`src/rtl/pcie_rd_arbiter_pkg.sv`:
```
// Shared constants, AR FSM encoding and helpers for the PCIe read-channel arbiter.
package pcie_rd_arbiter_pkg;

  localparam logic [1:0] BURST_INCR = 2'b01;
  localparam logic [1:0] RESP_OKAY  = 2'b00;

  typedef enum logic {
    AR_IDLE  = 1'b0,
    AR_ISSUE = 1'b1
  } ar_state_e;

  function automatic int unsigned clog2(input int unsigned v);
    int unsigned r;
    int unsigned x;
    r = 0;
    x = 1;
    while (x < v) begin
      x = x << 1;
      r = r + 1;
    end
    return r;
  endfunction

endpackage

```
`src/rtl/pcie_rd_arbiter_route_fifo.sv`:
```
// Route FIFO of grant indices: one entry per outstanding burst, popped on RLAST.
module rd_route_fifo
  import pcie_rd_arbiter_pkg::*;
#(
  parameter int unsigned DEPTH = 16,
  parameter int unsigned IW    = 1
) (
  input  logic                    clk,
  input  logic                    reset,
  input  logic                    push,
  input  logic [IW-1:0]           push_data,
  input  logic                    pop,
  output logic [IW-1:0]           head,
  output logic                    full,
  output logic                    empty,
  output logic [clog2(DEPTH):0]   count
);

  localparam int unsigned PW = clog2(DEPTH);
  localparam int unsigned CW = PW + 1;

  logic [IW-1:0] mem [DEPTH];
  logic [PW-1:0] wr_ptr;
  logic [PW-1:0] rd_ptr;
  logic          do_push;
  logic          do_pop;

  assign do_push = push && !full;
  assign do_pop  = pop && !empty;

  // Storage carries no reset; validity is tracked entirely by count.
  always_ff @(posedge clk) begin
    if (do_push) mem[wr_ptr] <= push_data;
  end

  always_ff @(posedge clk) begin
    if (reset) begin
      wr_ptr <= '0;
      rd_ptr <= '0;
      count  <= '0;
    end else begin
      if (do_push) wr_ptr <= wr_ptr + PW'(1);
      if (do_pop)  rd_ptr <= rd_ptr + PW'(1);
      count <= count + CW'(do_push) - CW'(do_pop);
    end
  end

  assign full  = (count == CW'(DEPTH));
  assign empty = (count == '0);
  assign head  = mem[rd_ptr];

endmodule

```
`src/rtl/pcie_rd_arbiter.sv`:
```
// Round-robin arbiter sharing one AXI4 read channel among NREQ requesters,
// routing R beats back to the issuing requester in issue order.
module pcie_rd_arbiter
  import pcie_rd_arbiter_pkg::*;
#(
  parameter int unsigned DW    = 512,
  parameter int unsigned AW    = 64,
  parameter int unsigned NREQ  = 2,
  parameter int unsigned DEPTH = 16
) (
  input  logic                 clk,
  input  logic                 reset,
  input  logic [NREQ*AW-1:0]   req_araddr,
  input  logic [NREQ*8-1:0]    req_arlen,
  input  logic [NREQ-1:0]      req_arvalid,
  output logic [NREQ-1:0]      req_arready,
  output logic [DW-1:0]        req_rdata,
  output logic                 req_rlast,
  output logic [1:0]           req_rresp,
  output logic [NREQ-1:0]      req_rvalid,
  input  logic [NREQ-1:0]      req_rready,
  output logic [AW-1:0]        M_AXI_ARADDR,
  output logic [7:0]           M_AXI_ARLEN,
  output logic [2:0]           M_AXI_ARSIZE,
  output logic [1:0]           M_AXI_ARBURST,
  output logic [3:0]           M_AXI_ARID,
  output logic                 M_AXI_ARVALID,
  input  logic                 M_AXI_ARREADY,
  input  logic [DW-1:0]        M_AXI_RDATA,
  input  logic [1:0]           M_AXI_RRESP,
  input  logic                 M_AXI_RLAST,
  input  logic                 M_AXI_RVALID,
  output logic                 M_AXI_RREADY
);

  localparam int unsigned IW = clog2(NREQ);
  localparam int unsigned CW = clog2(DEPTH) + 1;

  ar_state_e      state;
  ar_state_e      state_next;
  logic [IW-1:0]  rr_ptr;
  logic [IW-1:0]  grant;
  logic [IW-1:0]  sel_idx;
  logic           sel_found;
  logic           grant_take;
  logic [AW-1:0]  addr_q;
  logic [7:0]     len_q;

  logic           fifo_push;
  logic           fifo_pop;
  logic           fifo_full;
  logic           fifo_empty;
  logic [IW-1:0]  fifo_head;
  logic [CW-1:0]  fifo_count_unused;
  logic           route_valid;

  // First asserted requester at or after rr_ptr, wrapping modulo NREQ.
  always_comb begin
    int unsigned idx;
    idx       = 0;
    sel_found = 1'b0;
    sel_idx   = rr_ptr;
    for (int unsigned k = 0; k < NREQ; k++) begin
      idx = (32'(rr_ptr) + k) % NREQ;
      if (!sel_found && req_arvalid[IW'(idx)]) begin
        sel_found = 1'b1;
        sel_idx   = IW'(idx);
      end
    end
  end

  always_comb begin
    state_next    = state;
    req_arready   = '0;
    grant_take    = 1'b0;
    fifo_push     = 1'b0;
    M_AXI_ARVALID = 1'b0;
    case (state)
      AR_IDLE: begin
        if (sel_found && !fifo_full) begin
          req_arready[sel_idx] = 1'b1;
          grant_take           = 1'b1;
          state_next           = AR_ISSUE;
        end
      end
      AR_ISSUE: begin
        M_AXI_ARVALID = 1'b1;
        if (M_AXI_ARREADY) begin
          fifo_push  = 1'b1;
          state_next = AR_IDLE;
        end
      end
      default: state_next = AR_IDLE;
    endcase
  end

  always_ff @(posedge clk) begin
    if (reset) begin
      state  <= AR_IDLE;
      rr_ptr <= '0;
      grant  <= '0;
      addr_q <= '0;
      len_q  <= '0;
    end else begin
      state <= state_next;
      if (grant_take) begin
        grant  <= sel_idx;
        addr_q <= req_araddr[int'(sel_idx)*AW +: AW];
        len_q  <= req_arlen[int'(sel_idx)*8 +: 8];
      end
      if (fifo_push) rr_ptr <= (grant == IW'(NREQ-1)) ? '0 : grant + IW'(1);
    end
  end

  rd_route_fifo #(
    .DEPTH (DEPTH),
    .IW    (IW)
  ) u_route_fifo (
    .clk       (clk),
    .reset     (reset),
    .push      (fifo_push),
    .push_data (grant),
    .pop       (fifo_pop),
    .head      (fifo_head),
    .full      (fifo_full),
    .empty     (fifo_empty),
    .count     (fifo_count_unused)
  );

  assign M_AXI_ARADDR  = addr_q;
  assign M_AXI_ARLEN   = len_q;
  assign M_AXI_ARSIZE  = 3'(clog2(DW/8));
  assign M_AXI_ARBURST = BURST_INCR;
  assign M_AXI_ARID    = 4'd0;

  // R path: the FIFO head owns the channel; nothing is accepted while empty.
  assign route_valid  = !fifo_empty;
  assign M_AXI_RREADY = route_valid && req_rready[fifo_head];
  assign fifo_pop     = route_valid && M_AXI_RVALID && M_AXI_RREADY && M_AXI_RLAST;

  always_comb begin
    req_rvalid = '0;
    if (route_valid) req_rvalid[fifo_head] = M_AXI_RVALID;
  end

  assign req_rdata = M_AXI_RDATA;
  assign req_rlast = M_AXI_RLAST;
  assign req_rresp = M_AXI_RRESP;

endmodule

```
`config.mk`:
```
export PLATFORM = sky130hd
export DESIGN_NAME = pcie_rd_arbiter
export DESIGN_NICKNAME = d
export VERILOG_FILES = /design/src/rtl/pcie_rd_arbiter_pkg.sv /design/src/rtl/pcie_rd_arbiter_route_fifo.sv /design/src/rtl/pcie_rd_arbiter.sv
export SDC_FILE = /design/constraint.sdc
export NUM_CORES = 1
export LEC_CHECK = 0
export ABC_CLOCK_PERIOD_IN_PS = 3950
export BUFFER_PORTS_ARGS = -buffer_cell sky130_fd_sc_hd__buf_2
export CAP_MARGIN = 20
export CORE_AREA = 2 2 497 499
export CTS_BUF_LIST = sky130_fd_sc_hd__clkbuf_8 sky130_fd_sc_hd__clkbuf_16
export DETAILED_ROUTE_END_ITERATION = 8
export DIE_AREA = 0 0 499 501
export HOLD_SLACK_MARGIN = 0.06
export PLACE_DENSITY = 0.3
export SYNTH_ARGS = -nofsm -noshare
export SYNTH_HDL_FRONTEND = slang
export SYNTH_SLANG_ARGS = --single-unit
export TNS_END_PERCENT = 50
```
`constraint.sdc`:
```
create_clock -name clk -period 3.95 [get_ports clk]
set_input_delay 0.5925 -clock clk [delete_from_list [all_inputs] [get_ports clk]]
set_output_delay 0.5925 -clock clk [all_outputs]
set_load 0.05 [all_outputs]
```
After elaboration in Yosys (flattened, before gate mapping)
Memory sizes are Yosys's and may differ from the RTL's. A register that Yosys moved wholly into a read port is not among the register bits.
Index checks and enable logic that the tools add are counted.
{ "word_totals": {"in_bits": 667, "ff_bits": 88, "word_cells": 68, "out_inout_bits": 602, "mem_count": 1, "mem_bits_rw": 16} }
{ "memory_table": {"columns": ["memory", "depth", "word_bits", "read_ports", "rd_clocked_by_memory_dff", "wr", "line_no", "text"], "rows": [
  ["u_route_fifo.mem", 16, 1, 1, 1, 1, "pcie_rd_arbiter_route_fifo.sv:22", "logic [IW-1:0] mem [DEPTH];"]
]} }
{ "op_classes": {"n_bitwise": 2, "reduce_logical": 14, "add_sub_neg": 6, "muxes": 28, "n_lt_le_gt_ge": 6, "shift": 2, "n_eq_ne": 1} }
{ "op_table": {"columns": ["operator", "n"], "rows": [
  ["$shiftx 128x8->64", 1],
  ["$mux 1", 20],
  ["$shiftx 16x5->8", 1],
  ["$logic_and 1x1->1", 10],
  ["$add 4x1->4 const B", 2],
  ["$lt 1x2->1 const B", 4],
  ["$mux 4", 2],
  ["$mux 2", 3],
  ["$add 5x1->5", 1],
  ["$eq 5x5->1 const B", 1],
  ["$logic_not 5->1", 1],
  ["$sub 5x1->5", 1],
  ["$logic_not 1->1", 3],
  ["$add 1x1->1 const B", 2],
  ["$and 2x2->2", 1],
  ["$demux 1 s1", 2],
  ["$ge 1x1->1 const B", 2],
  ["$pmux 1 s2", 1],
  ["$not 1->1", 1]
]} }

Longest topological paths before layout
Gate-level depths: netlist of run 1.
{ "logic_depth": {"depth_word": 12, "depth_mapped": 16, "depth_no_buf": 16} }

Hierarchy
Synthesis of run 1 repeated with hierarchy kept, for this count alone.
{ "hier_totals": {"hier_cells": 1104, "area_unflattened_um2": 9039.9} }
{ "modules_own_cells": {"columns": ["module", "instances", "seq_area_each_um2", "area_per_inst_um2", "cells_per_inst"], "rows": [
  ["pcie_rd_arbiter", 1, 1501.4, 7505.9, 971],
  ["rd_route_fifo", 1, 820.8, 1534.0, 133]
]} }

Least setup slack after synthesis of run 1
Ideal clock, no wire load.
{ "synth_path": {"kind": "register -> output", "start": "register with a tool-made name", "end": "output req_rvalid[0]", "path_buffers": 0, "arrival_time_ns": 2.669, "slack_ns": 0.689, "path_stages_with_launch": 4, "required_time_ns": 3.357, "cell_sequence": "dfxtp_1 mux4_1 mux4_2 nor3b_1"} }
{ "synth_rtl": {"columns": ["element", "line_no", "text"], "rows": [
  ["end: declaration", "pcie_rd_arbiter.sv:20", "output logic [NREQ-1:0] req_rvalid,"]
]} }

==> summary.txt, run 1 <==
Run status
  • Status: finished, final reports clean

Placed design
  • Inst Count DP: 3836
  • DP Wirelength: 132000 um
  • Area of placed instances: 9430 um^2
  • I/O Buffers: 231
  • GP Congestion: 0.733

Worst setup path
  • CP arrival: 4010 ps
  • Slowest cell on the critical path: mux4_1
  • R2R setup slack: 340 ps
  • CP startpoint kind: flop
  • CP Class: reg -> reg
  • Worst Setup End Kind: flop
  • Path depth of the worst reg2reg path: 14
  • Max Fanout on Critical Path: 5
  • Delay-heaviest family, CP: multiplexers
  • Critical path cell sequence: mux4_1, mux4_2, mux2i_4, inv_1, ha_1, inv_1, ha_1, inv_1, fa_1, inv_1, a21oi_1, nor2_1, or3_1, a21oi_1
  • WP data required: 4350 ps
  • Reg-to-Reg End: u_route_fifo.count[4]
  • CP bufs+invs: 4
  • Top cell by count, worst path: inv_1
  • Max stage delay on crit path: 590 ps

Timing
  • WHS: 385 ps
  • Fmax: 277 MHz
  • Worst slew margin: 32.5%
  • Hold Vio Cnt, Final: 0
  • Max Clock Skew: 35.6 ps
  • RSZ-0062 raised after global routing: false
  • Tightest Pin Transition: 1010 ps
  • Fin crit period: 3610 ps
  • Fin crit share: 91.4%
  • Setup TNS: 0 ps
  • Final setup fails: 0
  • Final slew viol count: 0

Power and ir drop
  • Leakage: 2.73 nW
  • Power per cell area: 429 nW/um^2
  • Worst VDD drop: 0.216 mV

Clocking
  • Clk_lat worst skew: 460 ps
  • CTS buffer count: 9
  • Clk slew on worst S/H paths: 120 ps
  • CTS tree: yes
  • # Post-CTS Setup Buffers: 0
  • CTS H-tree depth: 3
  • Post-CTS sizing: 0
  • Root Driver: clkbuf_16
  • Maximum buffer depth of the clock tree: 2
  • Clock tree sinks: 108
  • CTS Hold Bufs: 0

Yosys
  • Fraction of registers with async set/reset: 0%
  • Synth cell count leaders: 524 x buf_4, 102 x nor2_1, 92 x dfxtp_1, 72 x a222oi_1, 29 x clkbuf_1
  • Number of synthesized flops with an enable pin: 16
  • Area fraction of the dominant cell type after synthesis: 47.9%
  • Synthesized area: 8210 um^2
  • Ys flop type: dfxtp_1
  • Most instantiated library cell after synthesis: buf_4
  • Synth warnings: 0
  • Post-synth top area cell: buf_4
  • Mean post-synth cell area: 8.82 um^2
  • Top cells by area, synth: buf_4 48%, dfxtp_1 22%, a222oi_1 8.8%, edfxtp_1 5.9%, nor2_1 4.7%
  • Post-synthesis sequential area ratio: 28.3%
  • Register bit count reported by yosys: 108
  • Netlist cell types: 36
  • Syn Inst Count: 930

Routing
  • Initial DRC Count: 595
  • Drt pass-1 iters: 9
  • Vias after detailed routing: 5696
  • Vias/cell: 1.48
  • Drt drc: 0
  • DRT antenna net count: 0
  • WL per Instance: 36.4 um
  • Total wire length: 141000 um

Final layout
  • Nets@finish: 1306
  • P&R area growth vs syn: 18.8%
  • Post-layout instance area: 9750 um^2
  • Non-filler cells, final: 3856
  • Share of layout cells above drive strength 1: 41.5%

Floorplan
  • Initial Util: 3.35%
  • Core ar.: 245000 um^2
  • Top Ports: 1269
  • Row count: 182
  • Die H: 501 um
  • Die W: 499 um
  • Die ar.: 250000 um^2

GRT
  • Largest net degree at the start of global routing: 68
  • Overall Global Routing Usage: 10.8%
  • Vias in the first global route: 5494
  • Grt total ovfl: 0
  • Initial antenna violation count: 8
  • First-pass GRT wire length: 153000 um

Worst hold path
  • Hold path depth: 3
  • Hold Crit Endpoint: M_AXI_ARADDR[32]
  • Min-delay worst type: in -> reg
  • Min-delay src: req_araddr[96]

Run
  • MaxCap Viol Count: 0
[tightest hold or removal path: stages]
cell and delay [ps]:
buf_2 70, a222oi_1 70, nor2_1 80
[worst max-delay path by stage]
stage          startpoint               endpoint  slack (ps)  cells past startpoint
2_1_floorplan        flop          req_rvalid[0]         690                      3
3_3_place_gp         flop  u_route_fifo.count[4]         280                     14
3_5_place_dp         flop  u_route_fifo.count[4]         350                     14
4_1_cts              flop  u_route_fifo.count[4]         310                     14
5_1_grt              flop  u_route_fifo.count[4]         200                     14
6_report             flop  u_route_fifo.count[4]         340                     14
[layout make-up]
| type | instances | area (um^2) |
|---|---|---|
| Timing Repair Buffer | 239 | 1220 |
| Fill cell | 29100 | 235000 |
| Tap cell | 3220 | 4030 |
| Antenna cell | 4 | 10.0 |
| Clock buffer | 9 | 225 |
| Inverter | 12 | 45.0 |
| Sequential cell | 108 | 2320 |
| Clock inverter | 7 | 81.3 |
| Multi-Input combinational cell | 257 | 1820 |
[layer usage]
| metal | up-vias | share of wire (%) | GRT usage (%) |
|---|---|---|---|
| met2 | 1141 | 44 | 16.8 |
| met1 | 2325 | 10 | 3.15 |
| met4 | 14 | 3.2 | 3.60 |
| met3 | 220 | 42 | 21.2 |
| met5 | - | 0.30 | 1.04 |
| li1 | 1996 | - | - |
[state kept, by name, indices dropped and copies added (netlist names), named ones only]
name / flops
u_route_fifo.count: 5
u_route_fifo.wr_ptr: 4
grant: 1
state: 1
rr_ptr: 1
u_route_fifo.rd_ptr: 4
M_AXI_ARLEN: 8
M_AXI_ARADDR: 64
u_route_fifo.mem: 16
[kinds of logic after synthesis]
kind of cell / Yosys count / synth area share (%)
multiplexers: 9 / 2.20
buffers and inverters: 572 / 50.1
flip-flops: 108 / 28.3
XOR/XNOR: 7 / 0.747
AND/OR/NAND/NOR: 131 / 6.66
AO/OA/AOI/OAI: 89 / 9.94
adder cells (fa/ha/maj): 12 / 1.92
other: 2 / 0.0915
[where the power goes]
| group | internal (mW) | total, mW | switching [mW] |
|---|---|---|---|
| registers | 1.29 | 1.41 | 0.118 |
| clock network | 0.460 | 1.09 | 0.635 |
| logic | 0.477 | 1.68 | 1.20 |
[placed cells by master, fill, tap and decap left out, drive strengths merged, types with 3 or more instances in the layout]
master,n
o21ai,3
inv,18
a21oi,9
nand2,7
conb,9
ha,11
diode,4
mux2i,4
nor3,4
a222oi,72
nor2,102
dfxtp,92
buf,239
edfxtp,16
nand3,4
mux4,5
clkbuf,9
xor2,5
nand2b,4
[metrics by stage]
stage	setup slack (ps)	total power, mW	utilization [%]
3_3_place_gp	278	3.16	3.85
5_1_grt	195	4.46	3.98
4_1_cts	309	4.35	3.98
3_5_place_dp	350	3.14	3.85
6_report	339	4.19	3.98
2_1_floorplan	689	3.98	-
(Power assumes the default switching activity.)
==> run 2, diff against run 1 <==
ABC_AREA = 1   (was unset)
BUFFER_PORTS_ARGS = -buffer_cell sky130_fd_sc_hd__clkbuf_2   (was -buffer_cell sky130_fd_sc_hd__buf_2)
CORE_AREA = 2 2 496 498   (was 2 2 497 499)
DIE_AREA = 0 0 498 500   (was 0 0 499 501)
==> summary.txt, run 2 <==
Yosys
  • Mean post-synth cell area: 7.88 um^2
  • Most instantiated library cell after synthesis: buf_4
  • Synth warnings: 0
  • Post-synthesis sequential area ratio: 25.9%
  • Syn Inst Count: 1137
  • Synth cell count leaders: 526 x buf_4, 227 x nand2_1, 92 x dfxtp_1, 45 x a31oi_1, 39 x inv_1
  • Fraction of registers with async set/reset: 0%
  • Register bit count reported by yosys: 108
  • Number of synthesized flops with an enable pin: 16
  • Synthesized area: 8960 um^2
  • Netlist cell types: 37
  • Top cells by area, synth: buf_4 44%, dfxtp_1 21%, nand2_1 9.5%, edfxtp_1 5.4%, a31oi_2 3.8%
  • Post-synth top area cell: buf_4
  • Area fraction of the dominant cell type after synthesis: 44.0%
  • Ys flop type: dfxtp_1

GRT
  • Vias in the first global route: 6261
  • Largest net degree at the start of global routing: 71
  • Initial antenna violation count: 33
  • First-pass GRT wire length: 140000 um
  • Grt total ovfl: 0
  • Overall Global Routing Usage: 9.80%

Final layout
  • Commonest non-fill, non-tap cell in the layout: clkbuf_2
  • Commonest cells after routing, fill and taps aside: 230 x clkbuf_2, 227 x nand2_1, 92 x dfxtp_1, 45 x a31oi_1, 39 x inv_1
  • Post-layout instance area: 10400 um^2
  • Share of layout cells above drive strength 1: 38.3%
  • Non-filler cells, final: 4068
  • Nets@finish: 1515
  • P&R area growth vs syn: 16.1%
  • Fin util: 4.26%
  • Max FFs per register: 64

Clocking
  • Clock tree sinks: 108
  • CTS H-tree depth: 3
  • Root Driver: clkbuf_16
  • CTS tree: yes
  • Clk_lat worst skew: 440 ps
  • # Post-CTS Setup Buffers: 0
  • Clk slew on worst S/H paths: 120 ps
  • CTS buffer count: 9
  • Post-CTS sizing: 0
  • CTS Hold Bufs: 0
  • Maximum buffer depth of the clock tree: 2

Floorplan
  • Row count: 182
  • Core ar.: 244000 um^2
  • Initial Util: 3.67%
  • Die ar.: 249000 um^2
  • Top Ports: 1269
  • Die W: 498 um
  • Die H: 500 um

Routing
  • DRT antenna net count: 0
  • Vias after detailed routing: 6161
  • Vias/cell: 1.51
  • Total wire length: 127000 um
  • Detail Route met3 WL: 53000 um
  • Top Metal Used: met5
  • WL per Instance: 31.1 um
  • Drt drc: 0
  • Post-Route M1 WL: 16800 um
  • Initial DRC Count: 370
  • Drt pass-1 iters: 6
  • Metal2 WL: 51000 um

Worst setup path
  • CP arrival: 2470 ps
  • Max Fanout on Critical Path: 17
  • CP startpoint kind: flop
  • WP data required: 3360 ps
  • CP Class: reg -> out
  • Worst Setup End Kind: primary output

Timing
  • Fin crit share: 77.4%
  • Setup TNS: 0 ps
  • Max Clock Skew: 26.6 ps
  • Final setup fails: 0
  • Hold Vio Cnt, Final: 0
  • Fin crit period: 3060 ps
  • RSZ-0062 raised after global routing: false
  • Tightest Pin Transition: 704 ps
  • Final slew viol count: 0
  • Fmax: 327 MHz
  • Worst slew margin: 53.1%

Placed design
  • GP Congestion: 0.749
  • I/O Buffers: 231
  • Inst Count DP: 4045
  • DP Wirelength: 119000 um
  • Area of placed instances: 10100 um^2

Worst hold path
  • Min-delay worst type: in -> reg

Power and ir drop
  • Power per cell area: 451 nW/um^2
  • Leakage: 3.00 nW
  • Worst VDD drop: 0.241 mV

Run status
  • Status: finished, final reports clean

Run
  • MaxCap Viol Count: 0
run 2: cell count changes in the layout (fill, tap and decap cells not counted), sizes merged, moves of 8 or more:
cell    change
a222oi     -72
a31oi      +70
buf       -231
clkbuf    +230
inv        +30
nand2     +248
nand3      +13
nor2       -69
o21ai       +8
run 2: path summary, 6_finish.rpt:
check | from | slack, ps | cells after the start | to
max | u_route_fifo.count[2] | 890 | 8 | req_arready[1]
min | req_araddr[37] | 400 | 3 | M_AXI_ARADDR[37]
max reg2reg | u_route_fifo.count[3] | 990 | 16 | u_route_fifo.count[4]
min reg2reg | M_AXI_ARADDR[26] | 500 | 2 | M_AXI_ARADDR[26]
run 2: power breakdown:
group	internal (mW)	total (mW)	switching (mW)
logic	0.502	2.12	1.62
registers	1.33	1.49	0.160
clock network	0.447	1.07	0.627
total	2.28	4.69	2.41
run 2: routing by layer:
layer / vias to the layer above / global-route usage, %
met5: - / 0.617
li1: 2456 / -
met1: 2451 / 3.47
met4: 18 / 4.10
met3: 295 / 19.5
met2: 941 / 13.9
run 2: cell type report:
cell class                      count  area, um^2
Inverter                           44         170
Fill cell                       29100      234000
Timing Repair Buffer              238        1250
Antenna cell                        7        17.5
Clock inverter                      7        65.1
Clock buffer                        9         225
Tap cell                         3220        4030
Multi-Input combinational cell    435        2330
Sequential cell                   108        2320
run 2: kinds of logic after synthesis:
| logic type | count (synthesis) | share of synthesized area (%) |
|---|---|---|
| flip-flops | 108 | 25.9 |
| other | 2 | 0.0838 |
| AND/OR/NAND/NOR | 310 | 14.7 |
| adder cells (fa/ha/maj) | 12 | 1.76 |
| AO/OA/AOI/OAI | 101 | 8.79 |
| XOR/XNOR | 3 | 0.293 |
| buffers and inverters | 601 | 48.4 |
run 2: worst max-delay path, stage by stage (launching register included):
cell      delay, ps
dfxtp_1         360
inv_1            60
ha_1            210
nand4_1         180
o21ai_1         110
nor2_2          150
inv_4           100
nor2_8          400
clkbuf_2        390
run 2: metrics by stage:
step	hold WS (ps)	power [mW]	setup WS, ps
floorplan	475	4.40	1390
global placement	477	3.70	1070
detailed placement	479	3.71	1080
CTS	329	4.85	695
global route	366	5.00	634
finish	399	4.69	892
==> run 3, diff against run 2 <==
ABC_CLOCK_PERIOD_IN_PS = 2700   (was 3950)
CORE_AREA = 2 2 492 494   (was 2 2 496 498)
DIE_AREA = 0 0 494 496   (was 0 0 498 500)
clock period = 2.7 ns   (was 3.95 ns; I/O delays follow)
==> summary.txt, run 3 (same netlist as run 2, synthesis figures left out) <==
Timing
  • Fin crit period: 2540 ps
  • Worst setup margin: 164 ps
  • Fmax: 394 MHz
  • Fin crit share: 93.9%
  • Final setup fails: 0
  • Tightest Pin Transition: 770 ps
  • Max Clock Skew: 20.4 ps
  • RSZ-0062 raised after global routing: true
  • Setup TNS: 0 ps
  • Final slew viol count: 0
  • Hold Vio Cnt, Final: 0
  • Worst slew margin: 48.7%

GRT
  • Initial antenna violation count: 30
  • Vias in the first global route: 6137
  • Largest net degree at the start of global routing: 73
  • Overall Global Routing Usage: 10.1%
  • Grt total ovfl: 0
  • First-pass GRT wire length: 140000 um

Floorplan
  • Top Ports: 1269
  • Die W: 494 um
  • Initial Util: 3.74%
  • Row count: 180
  • Core ar.: 240000 um^2
  • Die ar.: 245000 um^2
  • Die H: 496 um

Placed design
  • Dpl ws: -28.0 ps
  • Area of placed instances: 10200 um^2
  • Inst Count DP: 4023
  • DP Wirelength: 121000 um
  • GP Congestion: 0.735
  • I/O Buffers: 231

Routing
  • Initial DRC Count: 314
  • Vias after detailed routing: 6254
  • WL per Instance: 32.3 um
  • Total wire length: 132000 um
  • Vias/cell: 1.53
  • Drt pass-1 iters: 4
  • DRT antenna net count: 0
  • Drt drc: 0

Clocking
  • CTS Hold Bufs: 0
  • Clk_lat worst skew: 440 ps
  • Maximum buffer depth of the clock tree: 2
  • CTS H-tree depth: 3
  • Clock tree sinks: 108
  • Root Driver: clkbuf_16
  • Clk slew on worst S/H paths: 110 ps
  • CTS buffer count: 9
  • CTS tree: yes

Final layout
  • Commonest cells after routing, fill and taps aside: 228 x clkbuf_2, 226 x nand2_1, 91 x dfxtp_1, 45 x a31oi_1, 40 x inv_1
  • Post-layout instance area: 10800 um^2
  • P&R area growth vs syn: 19.9%
  • Fin util: 4.49%
  • Share of layout cells above drive strength 1: 40.6%
  • # fillers: 28700
  • Max FFs per register: 64
  • Commonest non-fill, non-tap cell in the layout: clkbuf_2
  • Nets@finish: 1541
  • Non-filler cells, final: 4077

Power and ir drop
  • Leakage: 3.18 nW
  • Worst VDD drop: 0.385 mV
  • Power per cell area: 678 nW/um^2

Worst setup path
  • Reg2reg start: u_route_fifo.count[2]
  • Path depth of the worst reg2reg path: 16
  • Reg-to-Reg End: u_route_fifo.count[4]
  • Critical path cell sequence: inv_1, ha_1, nand3_1, o21ai_1, nor2_1, nand3_4, inv_1, ha_1, inv_1, ha_1, inv_1, fa_2, nor3_2, a211oi_1, o21ai_1, a21oi_1
  • Slowest cell on the critical path: dfxtp_1
  • Max stage delay on crit path: 360 ps
  • CP Class: reg -> reg
  • CP bufs+invs: 4
  • CP startpoint kind: flop
  • Worst Setup End Kind: flop
  • Max Fanout on Critical Path: 3
  • CP arrival: 2860 ps
  • Delay-heaviest family, CP: adder cells
  • WP data required: 3020 ps
  • Top cell by count, worst path: inv_1
  • R2R setup slack: 160 ps

Worst hold path
  • Hold path depth: 3
  • Min-delay src: req_araddr[36]
  • Min-delay worst type: in -> reg
  • Hold Crit Endpoint: M_AXI_ARADDR[36]

Run status
  • Status: finished, final reports clean

Run
  • MaxCap Viol Count: 0
[run 3: cell types whose count changed in the layout (fill, tap and decap cells not counted), moves of 2 or more]
cell       previous run  this run
o21ai_0               8         6
clkbuf_16             9        13
clkbuf_2            230       228
clkinv_4              2         0
buf_12                3         7
buf_4                 4        24
diode_2               7        25
[run 3: final cells by class]
type                       instances  area (um^2)  area share, %
multi-input combinational        435         2340           21.8
inverter                          44          170           1.58
clock inverter                     7         57.6          0.535
timing repair buffer             264         1590           14.8
tap                             3185         3990           37.1
antenna                           25         62.6          0.582
clock buffer                       9          225           2.09
sequential                       108         2320           21.6
[run 3: worst max-delay path by stage]
stage	endpoint	depth (start not counted)	slack (ps)	startpoint
4_1_cts	req_arready[0]	9	-20	u_route_fifo.count[3]
6_report	u_route_fifo.count[4]	16	160	u_route_fifo.count[2]
3_5_place_dp	u_route_fifo.count[4]	16	-30	u_route_fifo.count[3]
2_1_floorplan	u_route_fifo.count[4]	16	140	u_route_fifo.count[2]
5_1_grt	u_route_fifo.count[4]	16	-30	u_route_fifo.count[2]
3_3_place_gp	u_route_fifo.count[4]	20	-3	flop
[run 3: timing repair]
action                                  CTS  global route
gates cloned                              0             4
endpoints found under the setup margin    2             3
resized for setup                         2             6
pin swaps                                 2             3
endpoints found under the hold margin     0             0
setup buffers                             0             9
[run 3: metrics by stage]
stage / power (mW) / hold WS, ps
global placement: 5.53 / 478
global route: 7.76 / 162
CTS: 7.20 / 129
floorplan: 6.44 / 475
detailed placement: 5.53 / 480
finish: 7.29 / 195
[run 3: where the power goes]
part	internal, mW	leakage, nW	switching (mW)
Combinational	1.01	2.13	2.55
Sequential	1.95	0.903	0.214
Clock	0.648	0.142	0.916
[run 3: worst register-to-register path, delay by kind of cell (launching register included)]
family	cells	cell delay, ps
flip-flops	1	360
AND/OR/NAND/NOR	4	540
adder cells (fa/ha/maj)	4	930
buffers and inverters	4	230
AO/OA/AOI/OAI	4	330
[run 3: metal layers]
| metal | up-vias | global-route usage [%] | wire [um] |
|---|---|---|---|
| li1 | 2523 | - | - |
| met1 | 2513 | 3.37 | 16400 |
| met2 | 900 | 14.7 | 55300 |
| met3 | 296 | 19.7 | 53900 |
| met4 | 22 | 4.27 | 5780 |
| met5 | - | 0.830 | 343 |
